===== src/rtl/button_pkg.sv =====
// Shared types and helpers for the front-panel button controller.
package button_pkg;

    typedef enum logic [1:0] {
        IDLE    = 2'd0,
        PRESSED = 2'd1,
        HELD    = 2'd2
    } btn_state_t;

    localparam logic [1:0] MIDI_LEARN = 2'd1;

    // Width of a 1-based button number, with 0 reserved for "no button".
    function automatic int idx_w(input int n);
        return $clog2(n + 1);
    endfunction

endpackage


===== src/rtl/btn_debounce.sv =====
// One button: 2-FF synchroniser, polarity fix and debounce counter.
// Press/release pulses are registered, one cycle after the accepted level moves.
module btn_debounce #(
    parameter int DEBOUNCE_CNT = 21,
    parameter bit ACTIVE_LOW   = 1'b0
) (
    input  logic clk,
    input  logic rst_n,
    input  logic raw_i,
    output logic level_o,
    output logic press_o,
    output logic release_o
);

    localparam int CW = $clog2(DEBOUNCE_CNT + 1);
    localparam logic RELEASED_RAW = ACTIVE_LOW;

    logic          sync1_q, sync2_q;
    logic          level_q, level_d;
    logic          press_q, release_q;
    logic [CW-1:0] cnt_q, cnt_d;
    logic          sample;

    assign sample = ACTIVE_LOW ? ~sync2_q : sync2_q;

    // Counter only runs while the sample disagrees with the accepted level.
    always_comb begin
        cnt_d   = '0;
        level_d = level_q;
        if (sample != level_q) begin
            if (cnt_q == CW'(DEBOUNCE_CNT - 1)) begin
                level_d = ~level_q;
            end else begin
                cnt_d = cnt_q + 1'b1;
            end
        end
    end

    always_ff @(posedge clk or negedge rst_n) begin
        if (!rst_n) begin
            sync1_q   <= RELEASED_RAW;
            sync2_q   <= RELEASED_RAW;
            level_q   <= 1'b0;
            cnt_q     <= '0;
            press_q   <= 1'b0;
            release_q <= 1'b0;
        end else begin
            sync1_q   <= raw_i;
            sync2_q   <= sync1_q;
            level_q   <= level_d;
            cnt_q     <= cnt_d;
            press_q   <= level_d & ~level_q;
            release_q <= ~level_d & level_q;
        end
    end

    assign level_o   = level_q;
    assign press_o   = press_q;
    assign release_o = release_q;

endmodule


===== src/rtl/button_bank.sv =====
// Debounced button bank with short/long press classification and a
// lowest-index-wins arbiter onto a single registered event strobe.
module button_bank
    import button_pkg::*;
#(
    parameter int NUM_BTNS       = 4,
    parameter int DEBOUNCE_CNT   = 21,
    parameter int LONG_PRESS_CNT = 2**20,
    parameter bit ACTIVE_LOW     = 1'b0
) (
    input  logic                          clk,
    input  logic                          rst,
    input  logic [NUM_BTNS-1:0]           btn,
    input  logic [1:0]                    midi_in_state,
    output logic                          btn_valid,
    output logic [idx_w(NUM_BTNS)-1:0]    btn_index,
    output logic                          btn_long,
    output logic                          save_mode
);

    localparam int IW = idx_w(NUM_BTNS);
    localparam int HW = $clog2(LONG_PRESS_CNT + 1);

    logic [NUM_BTNS-1:0] level, press, rel;
    logic [NUM_BTNS-1:0] short_ev, long_ev;

    genvar g;
    generate
        for (g = 0; g < NUM_BTNS; g++) begin : g_btn
            btn_state_t    state_q, state_d;
            logic [HW-1:0] hold_q, hold_d;
            logic          short_l, long_l;

            btn_debounce #(
                .DEBOUNCE_CNT (DEBOUNCE_CNT),
                .ACTIVE_LOW   (ACTIVE_LOW)
            ) u_db (
                .clk       (clk),
                .rst_n     (rst),
                .raw_i     (btn[g]),
                .level_o   (level[g]),
                .press_o   (press[g]),
                .release_o (rel[g])
            );

            always_comb begin
                state_d = state_q;
                hold_d  = hold_q;
                short_l = 1'b0;
                long_l  = 1'b0;
                unique case (state_q)
                    IDLE: begin
                        if (press[g]) begin
                            state_d = PRESSED;
                            hold_d  = '0;
                        end
                    end
                    PRESSED: begin
                        if (rel[g]) begin
                            short_l = 1'b1;
                            state_d = IDLE;
                        end else if (hold_q == HW'(LONG_PRESS_CNT - 1)) begin
                            long_l  = 1'b1;
                            state_d = HELD;
                            hold_d  = HW'(LONG_PRESS_CNT);
                        end else begin
                            hold_d = hold_q + 1'b1;
                        end
                    end
                    HELD: begin
                        // Release after a long press is swallowed.
                        if (!level[g]) state_d = IDLE;
                    end
                    default: state_d = IDLE;
                endcase
            end

            always_ff @(posedge clk or negedge rst) begin
                if (!rst) begin
                    state_q <= IDLE;
                    hold_q  <= '0;
                end else begin
                    state_q <= state_d;
                    hold_q  <= hold_d;
                end
            end

            assign short_ev[g] = short_l;
            assign long_ev[g]  = long_l;
        end
    endgenerate

    logic          win_found;
    logic [IW-1:0] win_idx;
    logic          win_long;

    // Scan high to low so the lowest-numbered event is the last to win.
    always_comb begin
        win_found = 1'b0;
        win_idx   = '0;
        win_long  = 1'b0;
        for (int i = NUM_BTNS - 1; i >= 0; i--) begin
            if (short_ev[i] | long_ev[i]) begin
                win_found = 1'b1;
                win_idx   = IW'(i + 1);
                win_long  = long_ev[i];
            end
        end
    end

    logic          valid_q, valid_d;
    logic [IW-1:0] index_q, index_d;
    logic          long_q, long_d;
    logic          save_q, save_d;

    always_comb begin
        valid_d = win_found;
        index_d = win_idx;
        long_d  = win_found & win_long;
        save_d  = win_found & (win_long | (midi_in_state == MIDI_LEARN));
    end

    always_ff @(posedge clk or negedge rst) begin
        if (!rst) begin
            valid_q <= 1'b0;
            index_q <= '0;
            long_q  <= 1'b0;
            save_q  <= 1'b0;
        end else begin
            valid_q <= valid_d;
            index_q <= index_d;
            long_q  <= long_d;
            save_q  <= save_d;
        end
    end

    assign btn_valid = valid_q;
    assign btn_index = index_q;
    assign btn_long  = long_q;
    assign save_mode = save_q;

endmodule

===== config.mk =====
export PLATFORM = sky130hd
export DESIGN_NAME = button_bank
export DESIGN_NICKNAME = d
export VERILOG_FILES = /design/src/rtl/button_pkg.sv /design/src/rtl/btn_debounce.sv /design/src/rtl/button_bank.sv
export SDC_FILE = /design/constraint.sdc
export NUM_CORES = 1
export LEC_CHECK = 0
export CORE_ASPECT_RATIO = 1.75
export CORE_MARGIN = 2
export CORE_UTILIZATION = 65
export DETAILED_ROUTE_END_ITERATION = 10
export HOLD_SLACK_MARGIN = 0.1
export PLACE_DENSITY = 0.8
export SLEW_MARGIN = 5
export SYNTH_ARGS = -nofsm -noshare
export SYNTH_HDL_FRONTEND = slang
export SYNTH_SLANG_ARGS = --single-unit

===== constraint.sdc =====
create_clock -name clk -period 4.19 [get_ports clk]
set_input_delay 0.419 -clock clk [delete_from_list [all_inputs] [get_ports clk]]
set_output_delay 0.419 -clock clk [all_outputs]
set_load 0.05 [all_outputs]

# Yosys cells after proc, flatten, opt, wreduce, memory -nomap -nowiden
# Cells that the tools add are included.
[word_totals]
register_bits = 138
in_bits = 8
elab_cells = 204
[classes]
n_addsub = 8
eq_ne = 37
n_mux = 84
n_bitwise = 23
reduce_logical = 16
[op_table]
columns = ["cell", "count"]
rows = [
  ["21-bit 2-to-1 mux", 12],
  ["21-bit case mux with 2 select lines", 4],
  ["21-bit by 1-bit adder with 21-bit output (second input constant)", 4],
  ["21-bit by 20-bit == test with 1-bit output (second input constant)", 4],
  ["5-bit 2-to-1 mux", 8],
  ["1-bit 2-to-1 mux", 36],
  ["2-bit 2-to-1 mux", 16],
  ["2-bit case mux with 3 select lines", 4],
  ["3-bit AND reduction", 8],
  ["5-bit by 1-bit adder with 5-bit output (second input constant)", 4],
  ["5-bit == test (second input constant)", 4],
  ["2-bit != test (second input constant)", 8],
  ["3-bit 2-to-1 mux", 4],
  ["3-bit by 2-bit != test with 1-bit output (second input constant)", 4],
  ["1-bit bitwise AND", 10],
  ["2-bit by 1-bit == test with 1-bit output (second input constant)", 5],
  ["2-bit == test (second input constant)", 4],
  ["2-bit zero test", 4],
  ["2-bit by 1-bit != test with 1-bit output (second input constant)", 4],
  ["1-bit NOT", 8],
  ["2-bit nonzero test", 4],
  ["1-bit bitwise OR", 5],
  ["1-bit != test", 4],
]

# Logic depth before layout (Yosys ltp)
# Gate-level depths: netlist (run 1).
[logic_depth]
depth_word = 11
mapped_depth = 8
depth_no_buf = 6

# Cells and area by module
# From an unflattened synthesis (run 1), not the netlist that was laid out.
[unflattened]
cells_unflattened = 699
hier_area_um2 = 6815.3
[modules_own_cells]
columns = ["module", "n_inst", "cells_per_inst", "area_per_inst_um2", "seq_area_each_um2"]
rows = [
  ["button_bank", 1, 579, 5188.7, 2452.4],
  ["btn_debounce", 4, 30, 406.6, 250.2],
]

# Worst setup path before layout (run 1)
# OpenSTA, ideal clock, no wires.
[synth_timing]
kind = "register -> register"
start = "register g_btn[1].hold_q[0]"
end = "register g_btn[1].hold_q[3]"
t_arrival_ps = 1741
t_required_ps = 4069
slack_ps = 2328
stages_incl_launch_ff = 8
path_buffers = 2
period_less_slack_ps = 1862
cell_sequence = "dfrtp_1 > ha_1 > nand4_1 > nor4_4 > buf_6 > a21oi_1 > buf_6 > a22o_1"
[synth_via]
elab_chain_cells = 4
word_cells_on_any_way = 5
cone_classes = "1 x add/sub; 1 x eq/ne; 3 x mux"
[synth_lines]
columns = ["element", "line", "text"]
rows = [
  ["start: declaration", "button_bank.sv:31", "logic [HW-1:0] hold_q, hold_d;"],
  ["start signal: assignment", "button_bank.sv:84", "hold_q <= hold_d;"],
  ["21-bit by 1-bit adder with 21-bit output / 21-bit by 20-bit == test with 1-bit output (equally long branches)", "button_bank.sv:67, button_bank.sv:62", ""],
  ["21-bit 2-to-1 mux *", "button_bank.sv:62", "end else if (hold_q == HW'(LONG_PRESS_CNT - 1)) begin"],
  ["21-bit 2-to-1 mux *", "button_bank.sv:59", "if (rel[g]) begin"],
  ["21-bit case mux with 2 select lines *", "button_bank.sv:51", "unique case (state_q)"],
]
# Every way passes the cells marked *; elsewhere a longest branch is shown, timed or not. The select of a mux whose other input is x is not followed.
# A chain may end at the register's enable or synchronous reset.

# Worst setup path in the final report (run 1)
[layout_timing]
start = "register g_btn[1].hold_q[0]"
end = "register g_btn[1].hold_q[19]"
# Same word-level chain as after synthesis.

==> results of run 1 <==
metal layers:
metal  share of wire [%]  vias up
met3                 3.9       32
met1                  40     2632
met5                   0        -
li1                    -     2550
met2                  53      162
met4                 2.8        0
metrics by stage:
| step | cell area [sq um] | instances | util [%] |
|---|---|---|---|
| floorplan | 6942 | 705 | - |
| global placement | 7117 | 824 | 68.69 |
| detailed placement | 7117 | 824 | 68.69 |
| CTS | 7694 | 856 | 74.25 |
| global route | 7694 | 856 | 74.25 |
| finish | 7694 | 856 | 74.25 |
power by group:
group / total, mW / internal (mW) / switching, mW
sequential: 1.36 / 1.35 / 0.0125
combinational: 0.0602 / 0.0201 / 0.0401
clock: 1.43 / 0.880 / 0.551
total: 2.85 / 2.25 / 0.604
layout make-up:
| class | instances | area share (%) |
|---|---|---|
| Sequential cell | 138 | 44.89 |
| Tap cell | 127 | 2.065 |
| Clock inverter | 9 | 1.155 |
| Timing Repair Buffer | 14 | 1.805 |
| Multi-Input combinational cell | 519 | 42.48 |
| Inverter | 26 | 1.268 |
| Clock buffer | 23 | 6.342 |
synthesized netlist by cell type (6+ instances only):
master / n / share of area [%]
nor2b_1: 8 / 0.72
and4_1: 7 / 0.88
inv_1: 26 / 1.4
buf_2: 7 / 0.50
xor2_1: 31 / 3.9
nand3b_1: 6 / 0.65
dfrtp_1: 138 / 50
a31oi_1: 12 / 1.1
clkbuf_1: 8 / 0.43
and3_1: 16 / 1.4
a22o_1: 8 / 1.0
ha_1: 12 / 2.2
nand2b_1: 14 / 1.3
a21o_1: 15 / 1.6
nor3_1: 12 / 0.87
nor3b_1: 9 / 0.97
nand4_1: 27 / 2.4
o21ai_0: 42 / 3.0
xnor2_1: 14 / 1.8
nand3_1: 53 / 3.8
a21oi_1: 35 / 2.5
nor2_1: 62 / 3.4
and2_1: 10 / 0.90
nand2_1: 59 / 3.2
nand4b_1: 7 / 0.88
worst max-delay path, stage by stage, from the launching register on:
cell and delay, ns:
dfrtp_1 0.42, ha_1 0.26, nand4_1 0.26, nor4_4 0.68, a21oi_1 0.47, a31oi_1 0.30
a31oi_1 0.07
flip-flops by register name (all words and copies together) (netlist names):
register	cells
g_btn.hold_q	84
g_btn.u_db.cnt_q	20
g_btn.state_q	8
g_btn.u_db.level_o	4
g_btn.u_db.press_o	4
g_btn.u_db.release_o	4
g_btn.u_db.sample	4
g_btn.u_db.sync1_q	4
btn_index	3
btn_long	1
btn_valid	1
save_mode	1
path summary, 6_finish.rpt:
path | startpoint | to | slack (ns) | depth (start not counted)
setup / recovery | g_btn[1].hold_q[0] | g_btn[1].hold_q[19] | 1.61 | 6
hold / removal | rst | g_btn[1].hold_q[14] | 0.07 | 1
setup reg to reg | g_btn[1].hold_q[0] | g_btn[1].hold_q[19] | 1.61 | 6
hold reg to reg | g_btn[0].u_db.sync1_q | g_btn[0].u_db.sample | 0.35 | 0
max in group asynchronous | rst | g_btn[2].u_db.press_o | 3.14 | 2
min in group clk | g_btn[0].u_db.sync1_q | g_btn[0].u_db.sample | 0.35 | 0
cell families (layout without fill, tap and decap cells):
logic type / Yosys count / in the layout / synth area share [%]
AO/OA/AOI/OAI: 140 / 140 / 12.94
XOR/XNOR: 45 / 45 / 5.678
adder cells (fa/ha/maj): 12 / 12 / 2.163
buffers and inverters: 48 / 72 / 3.172
flip-flops: 138 / 138 / 49.75
multiplexers: 9 / 9 / 1.370
AND/OR/NAND/NOR: 313 / 313 / 24.93
==> impl_metrics.py, run 1 <==
metrics = {
    "yosys": {
        "synth_warnings": 0,
        "synth_flop_cell": "dfrtp_1",
        "netlist_instances": 705,
        "synth-edff-count": 0,
        "ys_types": 63,
        "ys_seq_area_share_pct": 49.75,
        "netlist_area_sq_um": 6942,
        "syn-num-nets": 725,
        "ys_seq_elements": 138,
        "synth-async-reset-ratio_pct": 100.0,
        "syn_area_per_cell_sq_um": 9.846,
    },
    "timing": {
        "clock-skew-final_ns": 0.007759,
        "max_slew_margin_pct": 32.15,
        "tightestPinTransition_ns": 1.018,
        "slew_viol_final": 0,
        "setup_slack_ns": 1.606,
        "finalHoldViolCount": 0,
        "fmax_mhz": 387.0,
        "rsz0062_at_grt": "no",
        "tns_ns": 0,
        "holdWs_ns": 0.06599,
        "fin_crit_sh_pct": 61.67,
        "finalSetupViolCount": 0,
        "finalCriticalPeriod_ns": 2.584,
    },
    "cts": {
        "cts_tree": "built",
        "clk_latency_ns": 0.41,
        "clkTransAtPathRegs_ns": 0.06,
        "hold_buffers": 0,
        "cts_buffer_depth": 2,
        "post_cts_buffers": 0,
        "clock-sinks": 138,
        "cts_buffers": 17,
        "cts.htree.levels": 4,
        "cts_root_buf": "clkbuf_16",
        "ctsResizeCount": 0,
    },
    "placed_design": {
        "portBuffers": 13,
        "gp_congestion": 0.8220,
        "hpwl_microns": 9444,
        "place_ws_ns": 1.752,
    },
    "grt": {
        "overflow": 0,
        "grt-busiest-layer": "met2",
        "use_met3_pct": 5.570,
        "grt_pass1_vias": 5440,
        "antenna_found_initial": 0,
        "grt_pass1_wl_microns": 24230,
        "use_met1_pct": 31.55,
        "grt.total_usage_pct": 26.65,
        "grt_start_max_net_pins": 109,
        "use_met2_pct": 45.36,
    },
    "route": {
        "drtIter0Drc": 233,
        "route.detailed.drc": 0,
        "viasPerCell": 6.280,
        "vias": 5376,
        "wire_per_inst_microns": 16.51,
        "first_pass_iters": 5,
        "antenna_left": 0,
        "totalWireLength_microns": 14140,
    },
    "finish": {
        "insertedDiodeCount": 0,
        "layout_common_cells": "138 x dfrtp_1, 62 x nor2_1, 59 x nand2_1",
        "ff_latch_area_sq_um": 3453,
        "multi_input_area_sq_um": 3268,
        "nets": 736,
        "layout_commonest_cell": "dfrtp_1",
        "area_delta_synth_final_pct": 10.83,
        "drive_gt1_share_pct": 7.545,
        "fillers": 697,
    },
    "critical_path": {
        "crit_path_start_kind": "flip-flop",
        "crit_fanout": 13,
        "worstSetupEndpointType": "flip-flop",
        "critPathKind": "reg -> reg",
        "required_ns": 4.47,
        "arrival_ns": 2.87,
    },
    "run": {
        "cap_violations": 0,
    },
    "min_path": {
        "hold_path_class": "in -> async",
    },
    "outcome": {
        "status": "finished clean",
    },
    "floorplanning": {
        "dieArea_sq_um": 11550,
        "ioPinCount": 14,
        "fp.coreArea_sq_um": 10360,
        "placementRows": 49,
        "start_util_pct": 67.00,
        "dieWidth_microns": 82.12,
        "dieHeight_microns": 140.7,
    },
    "power_and_ir_drop": {
        "p_total_mw": 2.851,
        "peakVddDrop_uv": 312.7,
        "power.density_nw_per_um2": 370.6,
        "power_leakage_nw": 3.445,
    },
}
No activity file was read; power rests on OpenSTA's default activity.
==> run 2, diff against run 1 <==
Settings changed: CORE_UTILIZATION 65 to 62, PLACE_DENSITY 0.8 to 0.76.
Clock period 4.19 ns to 2.7 ns, I/O delays scaled along.
==> impl_metrics.py, run 2 (synthesized netlist as in run 1, its figures left out) <==
metrics = {
    "outcome": {
        "status": "finished clean",
    },
    "critical_path": {
        "worstSetupEndpointType": "flip-flop",
        "critPathKind": "reg -> reg",
        "crit_path_start_kind": "flip-flop",
        "required_ns": 3.03,
        "arrival_ns": 2.57,
        "crit_fanout": 7,
    },
    "finish": {
        "drive_gt1_share_pct": 8.514,
        "area_delta_synth_final_pct": 12.78,
        "layout_common_cells": "138 x dfrtp_1, 62 x nor2_1, 59 x nand2_1",
        "nets": 747,
        "top_regs": "g_btn.hold_q: 84 flops, g_btn.u_db.cnt_q: 20 flops, g_btn.state_q: 8 flops",
        "final_cells": 872,
        "fillers": 817,
        "multi_input_area_sq_um": 3268,
        "fin_area_sq_um": 7829,
        "top_register": "g_btn.hold_q",
        "ff_latch_area_sq_um": 3453,
        "layout_commonest_cell": "dfrtp_1",
        "insertedDiodeCount": 0,
        "largest_reg_flops": 84,
    },
    "floorplanning": {
        "placementRows": 51,
        "dieWidth_microns": 83.99,
        "dieHeight_microns": 144.0,
        "start_util_pct": 62.88,
        "dieArea_sq_um": 12090,
        "fp.coreArea_sq_um": 11040,
        "ioPinCount": 14,
    },
    "cts": {
        "hold_buffers": 1,
        "ctsResizeCount": 0,
        "cts.htree.levels": 4,
        "cts_tree": "built",
        "post_cts_buffers": 0,
        "cts_root_buf": "clkbuf_16",
        "cts_buffer_depth": 2,
        "clk_latency_ns": 0.42,
        "cts_buffers": 17,
        "clkTransAtPathRegs_ns": 0.06,
        "clock-sinks": 138,
    },
    "route": {
        "wire_per_inst_microns": 16.56,
        "drtIter0Drc": 330,
        "first_pass_iters": 5,
        "viasPerCell": 6.193,
        "route.detailed.drc": 0,
        "antenna_left": 0,
        "vias": 5400,
        "totalWireLength_microns": 14440,
    },
    "grt": {
        "grt_pass1_wl_microns": 24950,
        "grt_pass1_vias": 5461,
        "overflow": 0,
        "antenna_found_initial": 0,
        "grt.total_usage_pct": 25.54,
        "grt_start_max_net_pins": 59,
    },
    "power_and_ir_drop": {
        "power_leakage_nw": 3.529,
        "peakVddDrop_uv": 525.8,
        "power.density_nw_per_um2": 586.8,
    },
    "timing": {
        "rsz0062_at_grt": "no",
        "fmax_mhz": 445.8,
        "tightestPinTransition_ns": 0.8663,
        "holdWs_ns": 0.2926,
        "slew_viol_final": 0,
        "finalCriticalPeriod_ns": 2.243,
        "fin_crit_sh_pct": 83.08,
        "clock-skew-final_ns": 0.01006,
        "finalHoldViolCount": 0,
        "finalSetupViolCount": 0,
        "max_slew_margin_pct": 42.25,
        "tns_ns": 0,
    },
    "placed_design": {
        "portBuffers": 13,
        "hpwl_microns": 9903,
        "dp.cells": 839,
        "placed_cell_area_sq_um": 7211,
        "gp_congestion": 0.8965,
    },
    "min_path": {
        "hold_path_class": "in -> reg",
    },
    "run": {
        "cap_violations": 0,
    },
}
==> run 2: where the power goes <==
part           internal, mW  switching, mW
combinational        0.0340         0.0612
sequential             2.09         0.0192
clock                  1.55          0.843
==> run 2: layout make-up <==
| type | instances | area share (%) |
|---|---|---|
| Tap cell | 132 | 2.110 |
| Clock buffer | 25 | 6.329 |
| Timing Repair Buffer | 25 | 3.021 |
| Sequential cell | 138 | 44.11 |
| Clock inverter | 7 | 1.438 |
| Multi-Input combinational cell | 519 | 41.75 |
| Inverter | 26 | 1.247 |
==> run 2: stage by stage <==
stage	setup slack, ns	power [mW]	util, %
final	0.4568	4.594	70.92
after global routing	0.3504	4.728	70.92
after CTS	0.4705	4.627	70.92
after detailed placement	0.5264	2.243	65.32
after global placement	0.5939	2.237	65.32
after floorplan	0.8384	2.174	-
==> run 2: per-layer routing <==
layer	global-route usage, %	share of wire, %
met2	46.74	55
met3	4.680	3.0
met1	29.22	40
met5	0	0
met4	10.70	1.8
==> run 2: final timing paths <==
path | endpoint | slack, ns | from | cells past startpoint
worst max register to register | save_mode | 0.46 | g_btn[1].hold_q[0] | 7
worst min register to register | g_btn[2].u_db.sample | 0.35 | g_btn[2].u_db.sync1_q | 0
min in group asynchronous | g_btn[1].hold_q[11] | 0.37 | rst | 2
worst max-delay path | save_mode | 0.46 | g_btn[1].hold_q[0] | 7
worst min-delay path | g_btn[3].u_db.sync1_q | 0.29 | btn[3] | 1
max in group asynchronous | g_btn[0].hold_q[8] | 1.59 | rst | 3
==> run 2: critical path, stage by stage (launching register included) <==
cell	delay, ns
dfrtp_1	0.41
ha_1	0.24
nand4_1	0.26
nor4_4	0.51
buf_4	0.25
nand2_2	0.10
o221a_1	0.23
a32oi_1	0.17
